$ cat config.mk
export PLATFORM = sky130hd
export DESIGN_NAME = vga_timing
export DESIGN_NICKNAME = d
export VERILOG_FILES = /design/src/rtl/vga_timing.sv
export SDC_FILE = /design/constraint.sdc
export NUM_CORES = 1
export LEC_CHECK = 0
export ABC_AREA = 1
export CAP_MARGIN = 10
export CORE_AREA = 2 2 80 82
export CTS_CLUSTER_DIAMETER = 200
export DETAILED_ROUTE_END_ITERATION = 10
export DIE_AREA = 0 0 82 84
export GPL_TIMING_DRIVEN = 0
export PLACE_DENSITY_LB_ADDON = 0.3
export SLEW_MARGIN = 20
export SYNTH_ARGS = -nofsm -noshare
export SYNTH_HDL_FRONTEND = slang
export SYNTH_SLANG_ARGS = --single-unit
$ cat constraint.sdc
create_clock -name clk_i -period 3.6 [get_ports clk_i]
set_clock_uncertainty 0.15 [all_clocks]
set_input_delay 0.36 -clock clk_i [delete_from_list [all_inputs] [get_ports clk_i]]
set_output_delay 0.36 -clock clk_i [all_outputs]
set_load 0.02 [all_outputs]
$ cat src/rtl/vga_timing.sv
// VGA raster timing: pixel/line counters, phase FSMs, registered syncs.
// Define VGA_TIMING_FRAME_CNT_EN to add the 16-bit frame_cnt_o counter.
module vga_timing #(
   parameter int   H_ACTIVE = 640,
   parameter int   H_FP     = 16,
   parameter int   H_SYNC   = 96,
   parameter int   H_BP     = 48,
   parameter int   V_ACTIVE = 480,
   parameter int   V_FP     = 10,
   parameter int   V_SYNC   = 2,
   parameter int   V_BP     = 33,
   parameter logic SYNC_POL = 1'b0
) (
   input  logic        clk_i,
   input  logic        rst_ni,
   input  logic        pix_en_i,
   output logic        hsync_o,
   output logic        vsync_o,
   output logic        active_o,
   output logic [9:0]  x_o,
   output logic [9:0]  y_o,
   output logic        line_start_o,
   output logic        frame_start_o
`ifdef VGA_TIMING_FRAME_CNT_EN
   ,
   output logic [15:0] frame_cnt_o
`endif
);

   localparam int H_TOTAL = H_ACTIVE + H_FP + H_SYNC + H_BP;
   localparam int V_TOTAL = V_ACTIVE + V_FP + V_SYNC + V_BP;

   localparam logic [9:0] H_FP_X = 10'(H_ACTIVE);
   localparam logic [9:0] H_SY_X = 10'(H_ACTIVE + H_FP);
   localparam logic [9:0] H_BP_X = 10'(H_ACTIVE + H_FP + H_SYNC);
   localparam logic [9:0] H_LAST = 10'(H_TOTAL - 1);

   localparam logic [9:0] V_FP_Y = 10'(V_ACTIVE);
   localparam logic [9:0] V_SY_Y = 10'(V_ACTIVE + V_FP);
   localparam logic [9:0] V_BP_Y = 10'(V_ACTIVE + V_FP + V_SYNC);
   localparam logic [9:0] V_LAST = 10'(V_TOTAL - 1);

   localparam logic [1:0] PH_ACT  = 2'd0;
   localparam logic [1:0] PH_FP   = 2'd1;
   localparam logic [1:0] PH_SYNC = 2'd2;
   localparam logic [1:0] PH_BP   = 2'd3;

   if (H_TOTAL > 1024 || V_TOTAL > 1024) begin : g_bad_total
      $error("vga_timing: H_TOTAL and V_TOTAL must not exceed 1024");
   end

   // Zero-width phases are skipped so their boundary never overrides the next.
   function automatic logic [1:0] h_phase(input logic [9:0] x,
                                          input logic [1:0] cur);
      h_phase = cur;
      if (H_BP > 0 && x == H_BP_X)
         h_phase = PH_BP;
      else if (H_SYNC > 0 && x == H_SY_X)
         h_phase = PH_SYNC;
      else if (H_FP > 0 && x == H_FP_X)
         h_phase = PH_FP;
      else if (x == 10'd0)
         h_phase = PH_ACT;
   endfunction

   function automatic logic [1:0] v_phase(input logic [9:0] y,
                                          input logic [1:0] cur);
      v_phase = cur;
      if (V_BP > 0 && y == V_BP_Y)
         v_phase = PH_BP;
      else if (V_SYNC > 0 && y == V_SY_Y)
         v_phase = PH_SYNC;
      else if (V_FP > 0 && y == V_FP_Y)
         v_phase = PH_FP;
      else if (y == 10'd0)
         v_phase = PH_ACT;
   endfunction

   logic [9:0] x_q, x_d;
   logic [9:0] y_q, y_d;
   logic [1:0] hph_q, hph_d;
   logic [1:0] vph_q, vph_d;
   logic       hsync_q, hsync_d;
   logic       vsync_q, vsync_d;
   logic       active_q, active_d;
   logic       line_start_q, line_start_d;
   logic       frame_start_q, frame_start_d;

   // Outputs are computed from the next position so they register in step.
   always_comb begin
      x_d           = x_q;
      y_d           = y_q;
      hph_d         = hph_q;
      vph_d         = vph_q;
      hsync_d       = hsync_q;
      vsync_d       = vsync_q;
      active_d      = active_q;
      line_start_d  = 1'b0;
      frame_start_d = 1'b0;
      if (pix_en_i) begin
         if (x_q == H_LAST) begin
            x_d          = '0;
            line_start_d = 1'b1;
            if (y_q == V_LAST) begin
               y_d           = '0;
               frame_start_d = 1'b1;
            end else begin
               y_d = y_q + 10'd1;
            end
            vph_d = v_phase(y_d, vph_q);
         end else begin
            x_d = x_q + 10'd1;
         end
         hph_d    = h_phase(x_d, hph_q);
         hsync_d  = (hph_d == PH_SYNC) ? SYNC_POL : ~SYNC_POL;
         vsync_d  = (vph_d == PH_SYNC) ? SYNC_POL : ~SYNC_POL;
         active_d = (hph_d == PH_ACT) && (vph_d == PH_ACT);
      end
   end

   always_ff @(posedge clk_i or negedge rst_ni) begin
      if (!rst_ni) begin
         x_q           <= '0;
         y_q           <= '0;
         hph_q         <= PH_ACT;
         vph_q         <= PH_ACT;
         hsync_q       <= ~SYNC_POL;
         vsync_q       <= ~SYNC_POL;
         active_q      <= 1'b1;
         line_start_q  <= 1'b0;
         frame_start_q <= 1'b0;
      end else begin
         x_q           <= x_d;
         y_q           <= y_d;
         hph_q         <= hph_d;
         vph_q         <= vph_d;
         hsync_q       <= hsync_d;
         vsync_q       <= vsync_d;
         active_q      <= active_d;
         line_start_q  <= line_start_d;
         frame_start_q <= frame_start_d;
      end
   end

   assign x_o           = x_q;
   assign y_o           = y_q;
   assign hsync_o       = hsync_q;
   assign vsync_o       = vsync_q;
   assign active_o      = active_q;
   assign line_start_o  = line_start_q;
   assign frame_start_o = frame_start_q;

`ifdef VGA_TIMING_FRAME_CNT_EN
   logic [15:0] frame_cnt_q, frame_cnt_d;

   always_comb begin
      frame_cnt_d = frame_cnt_q + 16'(frame_start_d);
   end

   always_ff @(posedge clk_i or negedge rst_ni) begin
      if (!rst_ni)
         frame_cnt_q <= '0;
      else
         frame_cnt_q <= frame_cnt_d;
   end

   assign frame_cnt_o = frame_cnt_q;
`endif

endmodule

==> results.json, run 1 <==
{
  "worst_pin_slew_ns": 0.688,
  "gp_congestion": 0.793,
  "synth_area_sq_mm": 0.00189,
  "clk_pin_slew_worst_paths_ns": 0.06,
  "ant_nets": 0,
  "hold_class": "reg -> reg",
  "drive_gt1_share_pct": 16.5,
  "hpwl_um": 3170,
  "worstPathRequired_ns": 3.62,
  "period_needed_ns": 2.21,
  "slew_violations": 0,
  "cp-endpoint": "vph_q[0]$_DFFE_PN0P_",
  "ff2ff_path_depth": 15,
  "synth_top_cell_by_area": "dfrtp_1",
  "synth_seq_cells": 29,
  "diodes": 0,
  "overflow": 0,
  "cp_max_fo": 8,
  "max_slew_margin_pct": 54.2,
  "startpoint": "y_o[0]$_DFFE_PN0P_",
  "maxCapViolCount": 0,
  "drtPass1Iterations": 4,
  "core-area_sq_mm": 0.00610,
  "fmax_mhz": 452,
  "io_pins": 28,
  "antenna_found_initial": 0,
  "status": "complete, no violations",
  "yosysUniqueCellTypes": 27,
  "leakagePower_nw": 1.12,
  "synth.top_cell.area_share_pct": 34.5,
  "setup_ws_ns": 1.39,
  "ys_seq_area_share_pct": 38.6,
  "syn-num-nets": 268,
  "ff2ff_setup_slack_ns": 1.39,
  "cts_sinks": 29,
  "finalPower_mw": 1.12,
  "portBuffers": 27,
  "irDropWorstVdd_v": 0.000160,
  "reg2reg_from": "y_o[0]$_DFFE_PN0P_",
  "die_w_um": 82,
  "num_vias": 1701,
  "syn-mean-instance-area_sq_um": 7.23,
  "numCtsBuffers": 5,
  "critPathLaunchType": "flip-flop",
  "num_rows": 29,
  "htreeDepth": 2,
  "wl_per_cell_um": 11.4,
  "final_util_pct": 38.7,
  "root_buffer": "clkbuf_8",
  "layout.nets": 303,
  "cts_tree": "built",
  "ys_top_cells_by_area": "dfrtp_1, nand2_1, inv_1",
  "grt_max_degree": 30,
  "worst-endpoint-arrival_ns": 2.23,
  "clk_latency_ns": 0.28,
  "hold_viol": 0,
  "die_h_um": 84,
  "grt_use_total_pct": 14.0,
  "timing.hold.ws_ns": 0.321,
  "die_area_sq_mm": 0.00689,
  "fin_crit_sh_pct": 61.5,
  "yosysWarnings": 0,
  "clock_tree.buffer_depth": 2,
  "first_iter_violations": 66,
  "rr_endpoint": "vph_q[0]$_DFFE_PN0P_",
  "fin_tns_setup_ns": 0,
  "grt_pass1_vias": 1651,
  "endpoint_kind": "flip-flop",
  "place_ws_ns": 1.40,
  "wirelength_um": 4260,
  "initial_utilization_pct": 31.0,
  "via_per_inst": 4.55,
  "setup_violations": 0,
  "route.detailed.drc": 0,
  "grt_pass1_wl_um": 7580,
  "syn_inst": 261,
  "final.fill_count": 665,
  "rsz0062_at_grt": "no",
  "syn_to_final_growth_pct": 25.0,
  "multiInputGateArea_sq_mm": 0.00102,
  "p_per_area_mw_per_mm2": 474,
  "seq_area_sq_um": 729,
  "path_class": "reg -> reg"
}
## how the worst min path moves through the flow
stage | slack (ns) | end | start | cells after the start
global route | 0.37 | active_o$_DFFE_PN1P_ | active_o$_DFFE_PN1P_ | 2
floorplan | -0.09 | frame_start_o$_DFF_PN0_ | rst_ni | 0
finish | 0.32 | active_o$_DFFE_PN1P_ | active_o$_DFFE_PN1P_ | 2
global placement | 0.31 | active_o$_DFFE_PN1P_ | active_o$_DFFE_PN1P_ | 2
detailed placement | 0.30 | y_o[6]$_DFFE_PN0P_ | rst_ni | 1
CTS | 0.33 | active_o$_DFFE_PN1P_ | active_o$_DFFE_PN1P_ | 2
## state kept, by name, indices dropped and copies added, names as in the netlist
register	flops
x_o	10
y_o	10
vsync_o	1
frame_start_o	1
active_o	1
vph_q	2
hph_q	2
hsync_o	1
line_start_o	1
## through the flow
stage,instance area [sq um],instances
floorplan,1890,261
global placement,2250,365
detailed placement,2250,365
CTS,2360,374
global route,2360,374
finish,2360,374
## area by class of cell
type | instances | share of cell area [%]
multi-input combinational | 196 | 43.3
sequential | 29 | 30.9
timing repair buffer | 28 | 11.7
inverter | 31 | 4.93
clock buffer | 7 | 4.08
tap | 77 | 4.08
buffer | 5 | 0.795
clock inverter | 1 | 0.212
## synth_stat cells
cell	number
nand3_1	17
inv_2	3
o21ai_2	1
xor2_1	2
nand2_2	15
o211ai_1	1
nand3_4	1
nand4_1	3
or2_0	1
a21oi_1	2
o22ai_1	2
nand2_1	80
o21bai_1	5
dfrtp_1	26
or2_2	1
inv_1	28
nand3_2	6
nor2_1	23
o21ai_0	19
clkbuf_1	5
nor2_2	3
ha_1	4
nor2_4	4
dfstp_2	3
a21oi_2	3
nor3_1	1
nand3b_1	2
## where the power goes
group / switching, mW / leakage [nW] / internal, mW / total (mW)
clock network: 0.128 / 0.0542 / 0.173 / 0.300
registers: 0.0625 / 0.350 / 0.386 / 0.449
logic: 0.213 / 0.719 / 0.157 / 0.371
## metal layers
layer | global-route usage [%] | routed length, um | vias to the layer above
met2 | 22.0 | 1980 | 19
li1 | - | - | 895
met4 | 5.00 | 79 | 0
met3 | 3.68 | 131 | 6
met1 | 18.3 | 2070 | 781
met5 | 0 | 0 | -
## cells by family after synthesis
family | after synthesis | share of synthesized area (%)
compound gates | 33 | 10.5
xor+xnor | 2 | 0.928
fa+ha+maj | 4 | 2.65
buf+inv | 36 | 7.16
flops | 29 | 38.6
simple gates | 157 | 40.2
## worst max-delay path: stages (launching register included)
cell and delay, ns:
dfrtp_1 0.45, inv_2 0.11, ha_1 0.16, nand2_1 0.05
nor2_1 0.11, nand3_2 0.20, nand2_1 0.16, nand2_2 0.08
nor2_4 0.13, nand3_2 0.10, nand2_1 0.07, nand2_1 0.05
nand2_1 0.06, nand2_2 0.06, o22ai_1 0.11, inv_1 0.06
## timing repair
action                                  CTS  global route
buffers inserted                          0             0
hold buffers                              1             0
gates resized for setup                   0             0
endpoints found under the hold margin    26             0
endpoints found under the setup margin    0             0
## cells in the final DEF (no fill, tap or decap), drive strengths merged
master          n
nand2          95
dlygate4sd3     1
xor2            2
dfrtp          26
ha              4
nand4           3
clkinv          1
dfstp           3
nor2           30
nand3b          2
buf             1
inv            31
o211ai          1
o22ai           2
nand3          24
clkdlybuf4s50  26
a21oi           5
or2             2
o21bai          5
nor3            1
clkbuf         12
o21ai          20
(Power assumes the default switching activity.)
==> run 2: changes to the inputs <==
==> constraint.sdc (replaced) <==
create_clock -name clk_i -period 2.24 [get_ports clk_i]
set_clock_uncertainty 0.15 [all_clocks]
set_input_delay 0.224 -clock clk_i [delete_from_list [all_inputs] [get_ports clk_i]]
set_output_delay 0.224 -clock clk_i [all_outputs]
set_load 0.02 [all_outputs]
==> run 2 against run 1 <==
First-iteration DRC count rose by 33%. Non-clock buffer count rose by 16. Setup slack got worse by 1.3 ns. Fmax rose by 3.2%. Largest power group unchanged. Final area rose by 11%. Critical path type unchanged.
==> results.json, run 2 (synthesized netlist as in run 1, its figures left out) <==
{
  "layout_common_cells": "nand2_1, inv_1, clkdlybuf4s50_1",
  "num_rows": 29,
  "die_h_um": 84,
  "reg2reg_from": "y_o[1]$_DFFE_PN0P_",
  "rr_endpoint": "active_o$_DFFE_PN1P_",
  "grt_pass1_wl_um": 7580,
  "min_delay_worst_endpoint": "active_o$_DFFE_PN1P_",
  "drtPass1Iterations": 4,
  "ff2ff_setup_slack_ns": 0.09,
  "first_iter_violations": 88,
  "p_clk_share_pct": 25.5,
  "endpoint_kind": "flip-flop",
  "met1_usage_pct": 18.3,
  "syn_to_final_growth_pct": 38.8,
  "clock_tree.buffer_depth": 2,
  "pwr-share-comb_pct": 35.8,
  "via_per_inst": 4.56,
  "core-area_sq_mm": 0.00610,
  "cp_max_fo": 8,
  "hold_viol": 0,
  "route.detailed.drc": 0,
  "grt_use_total_pct": 14.0,
  "num_vias": 1777,
  "finalPower_mw": 1.91,
  "layout.nets": 319,
  "overflow": 0,
  "critPathLaunchType": "flip-flop",
  "final_util_pct": 43.0,
  "fin_tns_setup_ns": 0,
  "initial_utilization_pct": 31.0,
  "root_buffer": "clkbuf_8",
  "p_per_area_mw_per_mm2": 727,
  "grt_busiest_layer": "met2",
  "whs_path_depth": 2,
  "maxCapViolCount": 0,
  "hold_path.startpoint": "active_o$_DFFE_PN1P_",
  "period_needed_ns": 2.15,
  "seq_power_share_pct": 38.6,
  "timing.hold.ws_ns": 0.323,
  "max_slew_margin_pct": 53.9,
  "die_area_sq_mm": 0.00689,
  "sw_frac_of_total_pct": 36.5,
  "use_met2_pct": 22.0,
  "die_w_um": 82,
  "portBuffers": 27,
  "gp_congestion": 0.793,
  "hpwl_um": 3170,
  "grt_max_degree": 30,
  "fin_crit_sh_pct": 95.8,
  "antenna_found_initial": 0,
  "final.fill_count": 639,
  "clk_pin_slew_worst_paths_ns": 0.06,
  "clk_latency_ns": 0.28,
  "path_class": "reg -> reg",
  "setup_violations": 0,
  "status": "complete, no violations",
  "wirelength_um": 4590,
  "fmax_mhz": 466,
  "intPower_mw": 1.21,
  "irDropWorstVdd_v": 0.000284,
  "seq_area_sq_um": 738,
  "slew_violations": 0,
  "layout_commonest_cell": "nand2_1",
  "worst_pin_slew_ns": 0.692,
  "ant_nets": 0,
  "hold_class": "reg -> reg",
  "ff2ff_path_depth": 16,
  "numCtsBuffers": 5,
  "cts_sinks": 29,
  "drive_gt1_share_pct": 30.4,
  "worst-endpoint-arrival_ns": 2.22,
  "grt_pass1_vias": 1651,
  "worstPathRequired_ns": 2.32,
  "diodes": 0,
  "startpoint": "y_o[1]$_DFFE_PN0P_",
  "htreeDepth": 2,
  "p_sw_uw": 695,
  "cts_tree": "built",
  "multiInputGateArea_sq_mm": 0.00115,
  "leakagePower_nw": 1.21,
  "wl_per_cell_um": 11.8,
  "io_pins": 28,
  "use_met3_pct": 3.68
}
[run 2: changes by cell type in the layout (fill, tap and decap cells not counted), sizes merged]
cell  previous run  this run
buf              1        17
[run 2: layer usage]
layer	routed length (um)	vias to the layer above
li1	-	928
met1	2170	820
met2	2200	23
met3	149	6
met4	77	0
met5	0	-
[run 2: power by group through the flow]
stage	Sequential [mW]	Combinational, mW	Clock (mW)
final	0.736	0.683	0.487
after global routing	0.753	0.760	0.524
after CTS	0.722	0.603	0.503
after detailed placement	0.731	0.599	0
after global placement	0.726	0.594	0
after floorplan	0.799	0.305	0
[run 2: critical path, cell delays in order, from the launching register on]
cell,delay [ns]
dfrtp_2,0.44
inv_2,0.08
ha_4,0.14
nand2_4,0.05
nor2_4,0.12
nand3_4,0.17
nand2_2,0.14
nand2_2,0.07
nor2_4,0.12
nand3_2,0.10
nand2_2,0.08
nand2_1,0.05
nand2_1,0.07
nand2_2,0.06
nand2_2,0.10
nand3_2,0.08
nand2_2,0.07
[run 2: area by class of cell]
cell class | instances | area share (%)
clock inverter | 1 | 0.191
timing repair buffer | 44 | 15.1
tap | 77 | 3.68
buffer | 5 | 0.716
multi-input combinational | 196 | 44.0
clock buffer | 7 | 3.68
inverter | 31 | 4.53
sequential | 29 | 28.2
[run 2: worst max path at each step]
| stage | slack, ns | endpoint | depth (start not counted) |
|---|---|---|---|
| final | 0.09 | active_o$_DFFE_PN1P_ | 16 |
| after global routing | -0.04 | active_o$_DFFE_PN1P_ | 16 |
| after CTS | 0.02 | active_o$_DFFE_PN1P_ | 11 |
| after detailed placement | 0.04 | vph_q[0]$_DFFE_PN0P_ | 15 |
| after global placement | 0.05 | active_o$_DFFE_PN1P_ | 16 |
| after floorplan | 0.15 | active_o$_DFFE_PN1P_ | 11 |
[run 2: stage by stage]
| stage | cell area [sq um] | std cells | worst slack [ns] |
|---|---|---|---|
| 2_1_floorplan | 1890 | 261 | 0.147 |
| 3_3_place_gp | 2250 | 365 | 0.0470 |
| 3_5_place_dp | 2250 | 365 | 0.0354 |
| 4_1_cts | 2360 | 374 | 0.0177 |
| 5_1_grt | 2620 | 390 | -0.0447 |
| 6_report | 2620 | 390 | 0.0930 |
[run 2: what timing repair did]
item                                    in CTS  in global routing
endpoints found under the hold margin       26                  0
hold buffers                                 1                  0
setup buffers                                0                 16
gates resized for setup                      0                 41
endpoints found under the setup margin       0                 17
